### src/rtl/scan_return_rx_if.sv
// Head-of-FIFO frame handshake between scan_return_rx and its consumer.
interface scan_return_rx_if #(
   parameter int unsigned NUM_IOS   = 8,
   parameter int unsigned ADDR_BITS = 8
);
   logic                 o_valid;
   logic [ADDR_BITS-1:0] o_addr;
   logic [NUM_IOS-1:0]   o_data;
   logic                 i_ready;

   modport master (output o_valid, output o_addr, output o_data, input i_ready);
   modport slave  (input o_valid, input o_addr, input o_data, output i_ready);
endinterface

### src/rtl/scan_return_rx.sv
// Receives frames returned from the end of a scan chain (rtck/rtms/tdo, async to clk)
// and presents them to a consumer through a 2-entry FIFO.
module scan_return_rx #(
   parameter int unsigned NUM_IOS     = 8,
   parameter int unsigned ADDR_BITS   = 8,
   parameter int unsigned SYNC_STAGES = 2
) (
   input  logic             clk,
   input  logic             reset,
   input  logic             rtck,
   input  logic             rtms,
   input  logic             tdo,
   scan_return_rx_if.master rx,
   output logic             busy,
   output logic             frame_err,
   output logic             overflow,
   input  logic             clr_ovf
);
   localparam int unsigned FRAME_BITS = ADDR_BITS + NUM_IOS;
   localparam int unsigned CNT_W      = (FRAME_BITS > 1) ? $clog2(FRAME_BITS) : 1;
   localparam logic [CNT_W-1:0] LAST_BIT = CNT_W'(FRAME_BITS - 1);

   typedef enum logic {IDLE, SHIFT} state_t;

   state_t                  state, state_nxt;
   logic [CNT_W-1:0]        cnt, cnt_nxt;
   logic [SYNC_STAGES-1:0]  rtck_sync, rtms_sync, tdo_sync, sync_fill;
   logic                    rtck_d, armed;
   logic                    rtck_s, rtms_s, tdo_s, rise_c;
   logic [FRAME_BITS-2:0]   shreg;
   logic [FRAME_BITS-1:0]   frame_c;
   logic                    shift_c, push_c, abort_c, pop_c, drop_c;
   logic [FRAME_BITS-1:0]   head, tail, head_nxt, tail_nxt;
   logic [1:0]              count, count_nxt;

   assign rtck_s  = rtck_sync[SYNC_STAGES-1];
   assign rtms_s  = rtms_sync[SYNC_STAGES-1];
   assign tdo_s   = tdo_sync[SYNC_STAGES-1];
   // armed blocks a phantom edge when rtck is already high as the synchronizer fills after reset
   assign rise_c  = armed & rtck_s & ~rtck_d;
   assign shift_c = rise_c & ~rtms_s;
   assign frame_c = {tdo_s, shreg};
   assign pop_c   = rx.o_valid & rx.i_ready;

   assign busy      = (state == SHIFT);
   assign rx.o_addr = head[ADDR_BITS-1:0];
   assign rx.o_data = head[FRAME_BITS-1:ADDR_BITS];

   // Synchronizers and rising-edge detect
   always_ff @(posedge clk) begin
      if (reset) begin
         rtck_sync <= '0;
         rtms_sync <= '0;
         tdo_sync  <= '0;
         sync_fill <= '0;
         rtck_d    <= 1'b0;
         armed     <= 1'b0;
      end else begin
         rtck_sync <= {rtck_sync[SYNC_STAGES-2:0], rtck};
         rtms_sync <= {rtms_sync[SYNC_STAGES-2:0], rtms};
         tdo_sync  <= {tdo_sync[SYNC_STAGES-2:0], tdo};
         sync_fill <= {sync_fill[SYNC_STAGES-2:0], 1'b1};
         rtck_d    <= rtck_s;
         if (sync_fill[SYNC_STAGES-1] && !rtck_s) armed <= 1'b1;
      end
   end

   always_ff @(posedge clk) begin
      if (reset) begin
         state <= IDLE;
         cnt   <= '0;
         shreg <= '0;
      end else begin
         state <= state_nxt;
         cnt   <= cnt_nxt;
         if (shift_c) shreg <= frame_c[FRAME_BITS-1:1];
      end
   end

   // Frame assembly FSM
   always_comb begin
      state_nxt = state;
      cnt_nxt   = cnt;
      push_c    = 1'b0;
      abort_c   = 1'b0;
      if (rise_c) begin
         if (state == IDLE) begin
            if (!rtms_s) begin
               cnt_nxt   = CNT_W'(1);
               state_nxt = SHIFT;
            end
         end else if (rtms_s) begin
            abort_c   = 1'b1;
            cnt_nxt   = '0;
            state_nxt = IDLE;
         end else if (cnt == LAST_BIT) begin
            push_c    = 1'b1;
            cnt_nxt   = '0;
            state_nxt = IDLE;
         end else begin
            cnt_nxt = cnt + CNT_W'(1);
         end
      end
   end

   // Two-entry FIFO kept as head/tail so the head drives the outputs directly
   always_comb begin
      head_nxt  = head;
      tail_nxt  = tail;
      count_nxt = count;
      drop_c    = 1'b0;
      case ({push_c, pop_c})
         2'b10: begin
            if (count == 2'd0) begin
               head_nxt  = frame_c;
               count_nxt = 2'd1;
            end else if (count == 2'd1) begin
               tail_nxt  = frame_c;
               count_nxt = 2'd2;
            end else begin
               drop_c = 1'b1;
            end
         end
         2'b01: begin
            head_nxt  = tail;
            count_nxt = count - 2'd1;
         end
         2'b11: begin
            if (count == 2'd1) begin
               head_nxt = frame_c;
            end else begin
               head_nxt = tail;
               tail_nxt = frame_c;
            end
         end
         default: ;
      endcase
   end

   always_ff @(posedge clk) begin
      if (reset) begin
         head       <= '0;
         tail       <= '0;
         count      <= 2'd0;
         rx.o_valid <= 1'b0;
         frame_err  <= 1'b0;
         overflow   <= 1'b0;
      end else begin
         head       <= head_nxt;
         tail       <= tail_nxt;
         count      <= count_nxt;
         rx.o_valid <= (count_nxt != 2'd0);
         frame_err  <= abort_c;
         if (drop_c)       overflow <= 1'b1;
         else if (clr_ovf) overflow <= 1'b0;
      end
   end
endmodule

### src/flat_wrapper.sv
// flat-port wrapper written by rule: the top's interface ports become plain ports
module scan_return_rx_flat 
#(
   parameter int unsigned NUM_IOS     = 8,
   parameter int unsigned ADDR_BITS   = 8,
   parameter int unsigned SYNC_STAGES = 2
)
  (clk, reset, rtck, rtms, tdo, busy, frame_err, overflow, clr_ovf, rx_o_valid, rx_o_addr, rx_o_data, rx_i_ready);
  scan_return_rx_if #(.NUM_IOS(NUM_IOS), .ADDR_BITS(ADDR_BITS)) rx_i ();
  input  logic clk;
  input  logic reset;
  input  logic rtck;
  input  logic rtms;
  input  logic tdo;
  output logic busy;
  output logic frame_err;
  output logic overflow;
  input  logic clr_ovf;
  output wire logic [$bits(rx_i.o_valid)-1:0] rx_o_valid;
  output wire logic [$bits(rx_i.o_addr)-1:0] rx_o_addr;
  output wire logic [$bits(rx_i.o_data)-1:0] rx_o_data;
  input wire logic [$bits(rx_i.i_ready)-1:0] rx_i_ready;
  assign rx_o_valid = rx_i.o_valid;
  assign rx_o_addr = rx_i.o_addr;
  assign rx_o_data = rx_i.o_data;
  assign rx_i.i_ready = rx_i_ready;
  scan_return_rx #(.NUM_IOS(NUM_IOS), .ADDR_BITS(ADDR_BITS), .SYNC_STAGES(SYNC_STAGES)) u_core (.clk(clk), .reset(reset), .rtck(rtck), .rtms(rtms), .tdo(tdo), .rx(rx_i), .busy(busy), .frame_err(frame_err), .overflow(overflow), .clr_ovf(clr_ovf));
endmodule
### config.mk
export PLATFORM = sky130hd
export DESIGN_NAME = scan_return_rx_flat
export DESIGN_NICKNAME = d
export VERILOG_FILES = /design/src/rtl/scan_return_rx_if.sv /design/src/rtl/scan_return_rx.sv /design/src/flat_wrapper.sv
export SDC_FILE = /design/constraint.sdc
export NUM_CORES = 1
export LEC_CHECK = 0
export CORE_ASPECT_RATIO = 0.75
export CORE_MARGIN = 10
export CORE_UTILIZATION = 50
export DETAILED_ROUTE_END_ITERATION = 8
export PLACE_DENSITY = 0.73
export SETUP_SLACK_MARGIN = 0.4
export SLEW_MARGIN = 25
export SYNTH_ARGS = -nofsm -noshare
export SYNTH_HDL_FRONTEND = slang
export SYNTH_SLANG_ARGS = --single-unit
### constraint.sdc
create_clock -name clk -period 2.1 [get_ports clk]
set_clock_uncertainty 0.15 [all_clocks]
set_input_delay 0.42 -clock clk [delete_from_list [all_inputs] [get_ports clk]]
set_output_delay 0.42 -clock clk [all_outputs]
set_load 0.01 [all_outputs]
; Word-level counts from Yosys, hierarchy flattened
; Cells that the tools add are included.
[classes]
n_mul = 0
reduce_logical = 11
div_mod_pow = 0
n_bitwise = 8
n_eq_ne = 9
order_cmp = 0
n_shift = 0
add_sub_neg = 2
mux = 28
[op_table]
columns = op, count
row1 = two-way mux 16 bit, 4
row2 = case mux 16 bit (3 select lines), 1
row3 = case mux 16 bit (2 select lines), 1
row4 = two-way mux 4 bit, 4
row5 = two-way mux 1 bit, 15
row6 = nonzero test 2 bit, 3
row7 = "adder 4 x 1 -> 4 bit, second input constant", 1
row8 = AND 1 bit, 4
row9 = "== test 2 x 1 -> 1 bit, second input constant", 2
row10 = "== test 2 bit, second input constant", 2
row11 = "== test 4 bit, second input constant", 1
row12 = two-way mux 2 bit, 2
row13 = "!= test 2 x 1 -> 1 bit, second input constant", 2
row14 = "!= test 2 bit, second input constant", 2
row15 = inverter 1 bit, 4
row16 = case mux 2 bit (2 select lines), 1
row17 = AND reduction 2 bit, 2
row18 = AND reduction 3 bit, 1
row19 = nonzero test 3 bit, 1
row20 = OR reduction 3 bit, 1
row21 = logical NOT 2 bit, 1
row22 = "subtractor 2 x 1 -> 2 bit, second input constant", 1
row23 = logical AND 1 bit, 1
row24 = logical NOT 1 bit, 1
[totals]
reg_bits = 67
mem_count = 0
output_inout_bits = 20
mem_bits_ro = 0
latchBits = 0
input_bits = 7
ram_bits = 0
wordCells = 74

; Depth between registers and ports, before layout
[logic_depth]
depth_word = 8
ltp_mapped = 10
ltp_nobuf = 9

; Worst setup path after synthesis
; Ideal clock, no wire load.
[synth_path]
path_type = register to register
from = register u_core.cnt[0]
to = register u_core.head[10]
setup_ns = 0.117
path_buffers = 2
path_slack_ns = -0.232
synth_period_minus_slack_ns = 2.332
arrival_ns = 2.066
required_ns = 1.833
path_stages_with_launch = 11
path_cell_list = dfxtp_1 > ha_1 > nand4_1 > or3_1 > inv_1 > ha_1 > a21oi_2 > and2_1 > buf_6 > buf_8 > a22o_1
[synth_via]
elab_chain_cells = 8
elab_cells_between_ends = 12
cone_classes = eq/ne (5) / mux (5) / reduce/logical (2)
[synth_rtl]
columns = item, line
row1 = "start, declared", scan_return_rx.sv:26  ; logic [CNT_W-1:0] cnt, cnt_nxt;
row2 = "start signal, assigned", scan_return_rx.sv:75  ; cnt <= cnt_nxt;
row3 = == test 4 bit (*), scan_return_rx.sv:96  ; end else if (cnt == LAST_BIT) begin
row4 = two-way mux 1 bit (*), scan_return_rx.sv:96
row5 = two-way mux 1 bit (*), scan_return_rx.sv:92  ; end else if (rtms_s) begin
row6 = two-way mux 1 bit (*), scan_return_rx.sv:87  ; if (state == IDLE) begin
row7 = two-way mux 1 bit (*), scan_return_rx.sv:86  ; if (rise_c) begin
row8 = == test 2 bit / == test 2 x 1 -> 1 bit (equally long branches), scan_return_rx.sv:112  ; case ({push_c, pop_c})
row9 = != test 2 x 1 -> 1 bit (no line) / nonzero test 3 bit (equally long branches), --
row10 = AND reduction 2 bit (no line), --
row11 = "end signal, assigned", scan_return_rx.sv:149  ; head <= head_nxt;
row12 = "end, declared", scan_return_rx.sv:33  ; logic [FRAME_BITS-1:0] head, tail, head_nxt, tail_nxt;
; Mark *: on every way between the ends. The rest lies on a longest branch, timed or not.
; A chain may end at the register's enable or synchronous reset.

; Worst setup path in the final report
[layout_path]
from = register u_core.cnt[1]
to = register u_core.head[14]
; The elaborated chain is that of the path after synthesis.

==> impl_metrics.toml <==
[outcome]
status = "finished, violations left"
violations = "setup timing"

[timing]
hold_viol = 0
slew_headroom_pct = 67.9
fin_ws_ns = -0.0836
fmax_mhz = 458
finalSetupTns_ns = -1.44
worst_pin_slew_ns = 0.481
setup_viol = 32
drv_slew = 0
fin_crit_ns = 2.18
rsz0062_at_grt = "true"
fin_crit_sh_pct = 104

[synth]
synth_nets = 303
ys_types = 42
async_reset_ff_share_pct = 0
yosysWarnings = 0
synth_edf_count = 0
netlist_area_um2 = 2710
ys_seq_area_share_pct = 49.5
yosys_most_used_dff = "dfxtp_1"
netlist_instances = 288
ys_seq_elements = 67
avgSynthCellArea_um2 = 9.40

[floorplanning]
die-area_um2 = 8790
rows = 23
num_io_pins = 27
die_w_um = 105
initial_core_util_pct = 51.1
chipHeight_um = 83.7
core_um2 = 5300

[cells_and_area]
num-nets-final = 358
drive_gt1_share_pct = 23.0
finalInstanceArea_um2 = 3560
fill_cells = 431
areaGrowthSynthToFinish_pct = 31.5
final_common_cell = "dfxtp_1"
instances_no_fill = 423
most-common-layout-cells = "dfxtp_1, nand2_1, a21oi_1"
n_antenna_cell = 0

[clocking]
cts_inserted_buffers = 9
clkTransAtPathRegs_ns = 0.07
cts_sinks = 67
cts-root-to-sink-buffers = 2
clk_latency_ns = 0.35
cts_tree = "done"
ctsHtreeMaxLevel = 3
cts_root_buf = "clkbuf_8"

[place]
dp_cells = 391
port_buffers = 26
gp_congestion = 0.796
placed_cell_area_um2 = 3170
hpwl_um = 3740

[worst_setup_path]
critPathKind = "reg -> reg"
crit_fanout = 8
arrival_ns = 2.28
endpoint_kind = "flip-flop"
cp_data_required_time_ns = 2.19
worstSetupStartpointType = "flip-flop"

[grt]
grt-ovfl-total = 0
grt_util_all_layers_pct = 13.2
antenna_found_initial = 0
grt_max_degree = 32
grt_pass1_wl_um = 9580
first_global_vias = 1991

[power]
power_density_nw_per_um2 = 642
p_leak_nw = 1.44
ir_drop_mv = 0.551

[detailed_routing]
avgViaCountPerCell = 5.08
first_pass_iters = 4
via_count = 2149
antenna_left = 0
drtIter0Drc = 105
wl_per_cell_um = 13.7
route.detailed.drc = 0
totalWireLength_um = 5810

[flow_run]
cap_violations = 0

[worst_hold_path]
hp-class = "in -> reg"
==> worst paths after layout <==
kind	startpoint	end	slack, ns	cells past startpoint
worst max-delay path	u_core.cnt[1]$_SDFFE_PP0P_	u_core.head[14]$_SDFFE_PP0P_	-0.08	9
worst max register to register	u_core.cnt[1]$_SDFFE_PP0P_	u_core.head[14]$_SDFFE_PP0P_	-0.08	9
worst min register to register	u_core.rtms_sync[0]$_SDFF_PP0_	u_core.rtms_sync[1]$_SDFF_PP0_	0.29	1
worst min-delay path	reset	u_core.count[0]$_SDFF_PP0_	0.24	2
==> cell type report <==
| type | instances | area (µm²) | share of cell area, % |
|---|---|---|---|
| tap | 75 | 93.8 | 2.64 |
| clock inverter | 6 | 41.3 | 1.16 |
| sequential | 67 | 1350 | 37.8 |
| timing repair buffer | 60 | 601 | 16.9 |
| multi-input combinational | 192 | 1290 | 36.1 |
| inverter | 13 | 53.8 | 1.51 |
| clock buffer | 10 | 138 | 3.87 |
==> what timing repair did <==
action	in CTS	in global routing
cloned	0	1
setup endpoints to repair	56	38
setup buffers	11	4
gates resized for setup	23	15
pin swaps	4	6
hold buffers	0	0
==> worst max-delay path, stage by stage (launching register included) <==
cell and delay (ns):
dfxtp_2 0.35, ha_4 0.13, nand4_1 0.10, or3_4 0.39, ha_1 0.22, inv_2 0.10, a21oi_4 0.09, clkbuf_16 0.16
a22o_1 0.17, a22o_1 0.22
==> cells by family (layout without fill, tap and decap cells) <==
| group | count (synthesis) | after routing | share of synthesized area, % |
|---|---|---|---|
| mux | 2 | 2 | 0.739 |
| compound gates | 86 | 86 | 23.2 |
| simple gates | 96 | 96 | 16.5 |
| buf+inv | 29 | 89 | 6.33 |
| fa+ha+maj | 8 | 8 | 3.70 |
| flops | 67 | 67 | 49.5 |
==> synthesized netlist by cell type (all sizes together), types with 2 or more instances <==
cell,count,area share [%]
a22o,33,11
nand2,66,9.2
o21ai,2,0.37
nor3,2,0.37
ha,8,3.7
mux2i,2,0.74
a21o,2,0.83
nor2b,7,1.6
a22oi,2,1.1
nor2,9,1.6
buf,12,4.0
a21oi,41,8.3
nand3b,2,1.0
dfxtp,67,50
clkbuf,4,0.55
inv,13,1.8
nand2b,4,1.2
==> through the flow <==
step           hold WS, ns  utilization (%)  power (mW)  setup WS (ns)
3_3_place_gp         0.267             59.9        1.37         -0.138
5_1_grt              0.243             67.2        2.38         -0.183
2_1_floorplan        0.264                -        1.35        -0.0536
4_1_cts              0.220             64.9        2.31        -0.0821
6_report             0.237             67.2        2.29        -0.0836
3_5_place_dp         0.279             59.9        1.37         -0.177
==> layer usage <==
layer / GRT usage [%] / part of all wire [%] / routed length, µm / up-vias
li1: - / - / - / 1100
met5: 0 / 0 / 0 / -
met4: 5.22 / 1.2 / 71 / 0
met2: 18.8 / 43 / 2510 / 54
met3: 5.09 / 6.0 / 350 / 5
met1: 17.4 / 50 / 2880 / 990
==> power by group <==
group          internal, mW  total [mW]  switching, mW
Sequential             1.28        1.28        0.00525
Combinational        0.0263      0.0608         0.0345
Clock                 0.459       0.940          0.481
==> registers in the layout, summed over array words and instances, names as in the netlist <==
signal             count
u_core.rtms_sync       2
u_core.rx.o_valid      1
u_core.busy            1
u_core.tdo_sync        2
u_core.sync_fill       2
u_core.rtck_d          1
u_core.rtck_sync       2
u_core.tail           16
u_core.count           2
u_core.frame_err       1
u_core.overflow        1
u_core.head           16
u_core.armed           1
u_core.cnt             4
u_core.shreg          15
Note: power is estimated with default switching activity, not from simulation.
